--- config.mk ---
export PLATFORM = sky130hd
export DESIGN_NAME = npc_ctrl
export DESIGN_NICKNAME = d
export VERILOG_FILES = /design/src/rtl/cpu_pkg.sv /design/src/rtl/perf_cnt.sv /design/src/rtl/npc_ctrl.sv
export SDC_FILE = /design/constraint.sdc
export NUM_CORES = 1
export LEC_CHECK = 0
export BUFFER_PORTS_ARGS = -buffer_cell sky130_fd_sc_hd__buf_2
export CORE_MARGIN = 2
export CORE_UTILIZATION = 30
export CTS_CLUSTER_DIAMETER = 80
export DETAILED_ROUTE_END_ITERATION = 10
export GPL_TIMING_DRIVEN = 0
export HOLD_SLACK_MARGIN = 0.05
export PLACE_DENSITY = 0.61
export SLEW_MARGIN = 20
export SYNTH_ARGS = -nofsm -noshare
export SYNTH_HDL_FRONTEND = slang
export SYNTH_SLANG_ARGS = --single-unit
--- constraint.sdc ---
create_clock -name clk -period 2.4 [get_ports clk]
set_input_delay 0.12 -clock clk [delete_from_list [all_inputs] [get_ports clk]]
set_output_delay 0.12 -clock clk [all_outputs]
set_load 0.01 [all_outputs]
--- src/rtl/cpu_pkg.sv ---
// Shared pipeline encodings: control-transfer types, next-PC select, fetch FSM state.
package cpu_pkg;

  localparam logic [31:0] PC_RESET_DEF = 32'h0040_0000;

  // br_type encodings carried down the pipe from decode
  localparam logic [3:0] BR_BEQ  = 4'b0000;
  localparam logic [3:0] BR_BNE  = 4'b0001;
  localparam logic [3:0] BR_JAL  = 4'b0010;
  localparam logic [3:0] BR_JALR = 4'b0011;
  localparam logic [3:0] BR_BLT  = 4'b0100;
  localparam logic [3:0] BR_BGE  = 4'b0101;
  localparam logic [3:0] BR_BLTU = 4'b0110;
  localparam logic [3:0] BR_BGEU = 4'b0111;

  // next-PC decision from the branch unit; 11 is unused and behaves as sequential
  typedef enum logic [1:0] {
    NPC_SEQ = 2'b00,
    NPC_BR  = 2'b01,
    NPC_JMP = 2'b10,
    NPC_RSV = 2'b11
  } npc_sel_e;

  typedef enum logic {
    RUN  = 1'b0,
    HALT = 1'b1
  } npc_state_e;

  // conditional branches: beq/bne/blt/bge/bltu/bgeu
  function automatic logic is_cond_br(input logic [3:0] br);
    return (br == BR_BEQ) || (br == BR_BNE) || (br == BR_BLT) ||
           (br == BR_BGE) || (br == BR_BLTU) || (br == BR_BGEU);
  endfunction

  // unconditional jumps: jal/jalr
  function automatic logic is_jump(input logic [3:0] br);
    return (br == BR_JAL) || (br == BR_JALR);
  endfunction

endpackage

--- src/rtl/perf_cnt.sv ---
// Enable-gated wrapping event counter with synchronous reset.
module perf_cnt #(
  parameter int W = 32
) (
  input  logic         clk,
  input  logic         rst,
  input  logic         en,
  output logic [W-1:0] cnt
);

  // count one event per enabled cycle; wraps naturally at all-ones
  always_ff @(posedge clk) begin
    if (rst)     cnt <= '0;
    else if (en) cnt <= cnt + 1'b1;
  end

endmodule

--- src/rtl/npc_ctrl.sv ---
// Fetch-side next-PC controller: owns the fetch PC, redirects on EX-stage
// branches/jumps, flushes IF/ID and ID/EX on redirect, traps on misaligned targets.
module npc_ctrl
  import cpu_pkg::*;
#(
  parameter logic [31:0] PC_RESET = PC_RESET_DEF
) (
  input  logic        clk,
  input  logic        rst,
  input  logic        stall_pc,
  input  logic        valid_ex,
  input  logic [1:0]  npc_sel_ex,
  input  logic [3:0]  br_type_ex,
  input  logic [31:0] pc_ex,
  input  logic [31:0] imm_ex,
  input  logic [31:0] alu_res_ex,
  output logic [31:0] pc_if,
  output logic [31:0] pc_add4_if,
  output logic        flush_id,
  output logic        flush_ex,
  output logic        halt,
  output logic [31:0] bad_target,
  output logic [31:0] cnt_branch,
  output logic [31:0] cnt_taken,
  output logic [31:0] cnt_jump
);

  npc_state_e  state, state_nxt;
  logic [31:0] target;
  logic        redirect, misaligned, running, cnt_ok;
  logic [31:0] pc_nxt, bad_nxt;

  assign running    = (state == RUN);
  assign pc_add4_if = pc_if + 32'd4;

  // jalr target comes from the ALU with bit0 cleared; everything else is pc+imm
  assign target = ((npc_sel_ex == NPC_JMP) && (br_type_ex == BR_JALR))
                  ? (alu_res_ex & ~32'h1) : (pc_ex + imm_ex);
  assign misaligned = (target[1:0] != 2'b00);

  // rst gates the redirect so no flush escapes during a reset cycle
  assign redirect = valid_ex & running & ~rst &
                    ((npc_sel_ex == NPC_BR) | (npc_sel_ex == NPC_JMP));
  assign flush_id = redirect;
  assign flush_ex = redirect;
  assign halt     = (state == HALT);

  // state register
  always_ff @(posedge clk) begin
    if (rst) state <= RUN;
    else     state <= state_nxt;
  end

  // next state: a misaligned redirect traps; only reset leaves HALT
  always_comb begin
    state_nxt = state;
    if (running && redirect && misaligned) state_nxt = HALT;
  end

  // next PC / trap address: redirect beats stall, stall beats sequential
  always_comb begin
    pc_nxt  = pc_if;
    bad_nxt = bad_target;
    if (running) begin
      if (redirect && misaligned) bad_nxt = target;
      else if (redirect)          pc_nxt  = target;
      else if (!stall_pc)         pc_nxt  = pc_add4_if;
    end
  end

  // fetch PC and trap address registers
  always_ff @(posedge clk) begin
    if (rst) begin
      pc_if      <= PC_RESET;
      bad_target <= '0;
    end else begin
      pc_if      <= pc_nxt;
      bad_target <= bad_nxt;
    end
  end

  // counters see every real EX instruction while running, stalled or not
  assign cnt_ok = valid_ex & running;

  perf_cnt #(.W(32)) u_cnt_branch (
    .clk (clk),
    .rst (rst),
    .en  (cnt_ok & is_cond_br(br_type_ex)),
    .cnt (cnt_branch)
  );

  perf_cnt #(.W(32)) u_cnt_taken (
    .clk (clk),
    .rst (rst),
    .en  (cnt_ok & is_cond_br(br_type_ex) & (npc_sel_ex == NPC_BR)),
    .cnt (cnt_taken)
  );

  perf_cnt #(.W(32)) u_cnt_jump (
    .clk (clk),
    .rst (rst),
    .en  (cnt_ok & is_jump(br_type_ex)),
    .cnt (cnt_jump)
  );

endmodule

==> flow_metrics.env <==
export IMPL_yosysTopAreaCell="dfxtp_1"
export IMPL_max_freq_mhz=385
export IMPL_synth_compound_area_share=0.179
export IMPL_seq_power_share=0.393
export IMPL_final_max_slew_viol_count=0
export IMPL_fin_cells=2028
export IMPL_die_x_um=184
export IMPL_synth_top_family_by_area="simple AND/OR/NAND/NOR gates"
export IMPL_crit_top_cell="buf_4"
export IMPL_cts_buffer_depth=2
export IMPL_netlist_area_um2=9680
export IMPL_crit_path_end_kind="primary output"
export IMPL_multi_input_area_um2=6550
export IMPL_dr_pass1_iters=5
export IMPL_cts_sinks=161
export IMPL_switching_share=0.318
export IMPL_drive_above_1_share=0.313
export IMPL_rsz0062_at_grt="true"
export IMPL_synth_fa_ha_area_frac=0.0499
export IMPL_core_area_um2=31600
export IMPL_final_nets=1757
export IMPL_cts_buffers=17
export IMPL_tritoncts="yes"
export IMPL_min_period_ps=2600
export IMPL_crit_chain="and4_4 > nand2_2 > nor4_4 > nand4_1 > buf_4 > nor2_4 > xor2_2 > buf_4"
export IMPL_vias=10800
export IMPL_synth_area_top_cells="dfxtp_1 33%, xor2_1 7.1%, nor2_1 6.1%, ha_1 4.8%, xnor2_1 4.7%"
export IMPL_powerDensity_nw_per_um2=544
export IMPL_synth_nets=1370
export IMPL_maxCapViolCount=0
export IMPL_cp_max_fo=5
export IMPL_ys_ff_latch=161
export IMPL_antenna_cells=0
export IMPL_rr_startpoint="pc_if[14]"
export IMPL_arrival_ps=2480
export IMPL_synth_edf_count=0
export IMPL_clk_pin_slew_ps=80
export IMPL_reg2reg_to="pc_if[31]"
export IMPL_antenna_found_initial=1
export IMPL_worst_slew_pin_slew_ps=869
export IMPL_status="finished with violations"
export IMPL_grt_pass1_wl_um=58200
export IMPL_yosys_area_share_simple=0.272
export IMPL_die_h_um=184
export IMPL_nFillCells=3183
export IMPL_cp_startpoint="pc_if[14]"
export IMPL_grt_pass1_vias=10200
export IMPL_cp_num_cells=8
export IMPL_hold_worst_slack_ps=82.6
export IMPL_io_pins=301
export IMPL_grt_max_degree=17
export IMPL_synth_flop_cell="dfxtp_1"
export IMPL_place_inst=1927
export IMPL_syn_to_final_growth_pct=39.1
export IMPL_endpoint="pc_add4_if[31]"
export IMPL_avgSynthCellArea_um2=7.89
export IMPL_mostFrequentLayoutCells="300 x buf_2, 152 x nor2_1, 142 x dfxtp_1"
export IMPL_synthMuxAreaShare=0.0103
export IMPL_cp_top_family="simple AND/OR/NAND/NOR gates"
export IMPL_async_flop_share=0
export IMPL_root_buffer="clkbuf_16"
export IMPL_port_buffers=299
export IMPL_wl_per_cell_um=19.2
export IMPL_violations="setup timing"
export IMPL_ant_nets=0
export IMPL_wirelength_um=39000
export IMPL_ir_drop_uv=431
export IMPL_hpwlAfterDp_um=29900
export IMPL_p_leak_uw=0.00613
export IMPL_max_slew_margin=0.421
export IMPL_cts_max_level=4
export IMPL_via_per_inst=5.33
export IMPL_seq_area_frac_synth=0.333
export IMPL_layout_commonest_cell="buf_2"
export IMPL_die_area_um2=33700
export IMPL_fin_util=0.425
export IMPL_clock_latency_ps=440
export IMPL_rows=65
export IMPL_grt_ovfl_total=0
export IMPL_seqCellArea_um2=3280
export IMPL_yosysWarningCount=0
export IMPL_slowest_delay_ps=430
export IMPL_globalRouteTotalUtil=0.223
export IMPL_place_congestion=0.942
export IMPL_power_switching_uw=2320
export IMPL_critPathBufInv=2
export IMPL_p_comb_frac=0.211
export IMPL_r2r_slack_ps=-80
export IMPL_synth_top_area_frac=0.333
export IMPL_critPathSlowestCell="dfxtp_1"
export IMPL_final_setup_worst_slack_ps=-200
export IMPL_ff2ff_path_depth=12
export IMPL_p_int_uw=4990
export IMPL_drt_iter0_markers=689
export IMPL_syn_instance_count=1226
export IMPL_hold_class="in -> reg"
export IMPL_design_area_um2=13500
export IMPL_route_detailed_drc=0
export IMPL_synthDistinctLibCells=76
export IMPL_post_dp_cell_area_um2=11700
export IMPL_clock_skew_ps=20.5
export IMPL_synth_xor_area_frac=0.119
export IMPL_path_class="reg -> out"
export IMPL_setup_viol=10
export IMPL_cp_required_ps=2280
export IMPL_start_kind="flip-flop"
export IMPL_clkPwrFrac=0.396
export IMPL_hold_viol=0
export IMPL_start_util=0.306
export IMPL_min_period_over_period=1.08
[power by group through the flow]
stage          Clock [µW]  Sequential [µW]  Combinational [µW]
2_1_floorplan           0             2940                 804
3_3_place_gp            0             2930                1380
3_5_place_dp            0             2930                1390
4_1_cts              2950             2870                1470
5_1_grt              3080             2880                1670
6_report             2900             2880                1540
[layer usage]
| metal | vias to the layer above | global-route usage | share of wire |
|---|---|---|---|
| met5 | - | 0 | 0.00033 |
| met1 | 5070 | 0.273 | 0.41 |
| met2 | 487 | 0.381 | 0.48 |
| li1 | 5163 | - | - |
| met4 | 2 | 0.0906 | 0.033 |
| met3 | 80 | 0.0491 | 0.079 |
[worst min-delay path: stages]
cell and delay (ps):
buf_2 110, nand2_1 120, o221ai_1 120
[layout make-up]
type / instances / area share
multi-input cells: 976 / 0.487
flip-flops and latches: 161 / 0.243
repair buffers: 371 / 0.156
well taps: 402 / 0.0374
clock buffers: 19 / 0.0329
plain buffers: 62 / 0.0252
clock inverters: 13 / 0.0121
inverters: 24 / 0.00669
[synthesized netlist by cell type, types with 5 or more instances]
master	count
dfxtp_1	161
nor2_1	157
nand2_1	107
nand3_1	80
xor2_1	79
a21oi_1	74
o21ai_0	67
xnor2_1	52
clkbuf_1	50
and3_1	37
ha_1	37
nand4_1	35
inv_1	24
nor3_1	21
a21o_1	19
and2_1	15
and4_1	14
or3_1	14
a211oi_1	13
a31oi_1	10
mux2i_1	10
buf_2	8
nor4_1	8
o31ai_1	8
nor2b_1	7
o22ai_1	6
nand2b_1	5
o211ai_1	5
o21a_1	5
o21bai_1	5
o221ai_1	5
[flip-flops by register name, summed over array words and instances, names as in the netlist]
signal and cells:
bad_target 32, pc_if 32, u_cnt_taken.cnt 32, u_cnt_branch.cnt 32, halt 1, u_cnt_jump.cnt 32
[kinds of logic after synthesis]
kind of cell / after synthesis
buf+inv: 89
simple gates: 527
flops: 161
fa+ha+maj: 38
compound gates: 270
xor+xnor: 131
mux: 10
[worst min-delay path by stage]
stage               depth (start not counted)            from             end
finish                                      3  alu_res_ex[27]  bad_target[27]
global route                                4  alu_res_ex[13]  bad_target[13]
CTS                                         4  alu_res_ex[13]  bad_target[13]
detailed placement                          2   bad_target[5]   bad_target[5]
global placement                            3   alu_res_ex[8]   bad_target[8]
floorplan                                   2   alu_res_ex[8]   bad_target[8]
[through the flow]
stage	setup TNS (ps)	total power, µW	setup WS, ps
after floorplan	-143	3740	-74.7
after global placement	-58320	4310	-990
after detailed placement	-57600	4320	-943
after CTS	-529	7280	-134
after global routing	-2210	7630	-267
final	-894	7320	-200
[timing repair]
item | CTS | global route
hold buffers | 14 | 0
endpoints found under the setup margin | 128 | 73
pin swaps | 18 | 29
setup buffers | 34 | 24
resized for setup | 99 | 67
hold endpoints to repair | 15 | 0
No activity file was read; power rests on OpenSTA's default activity.
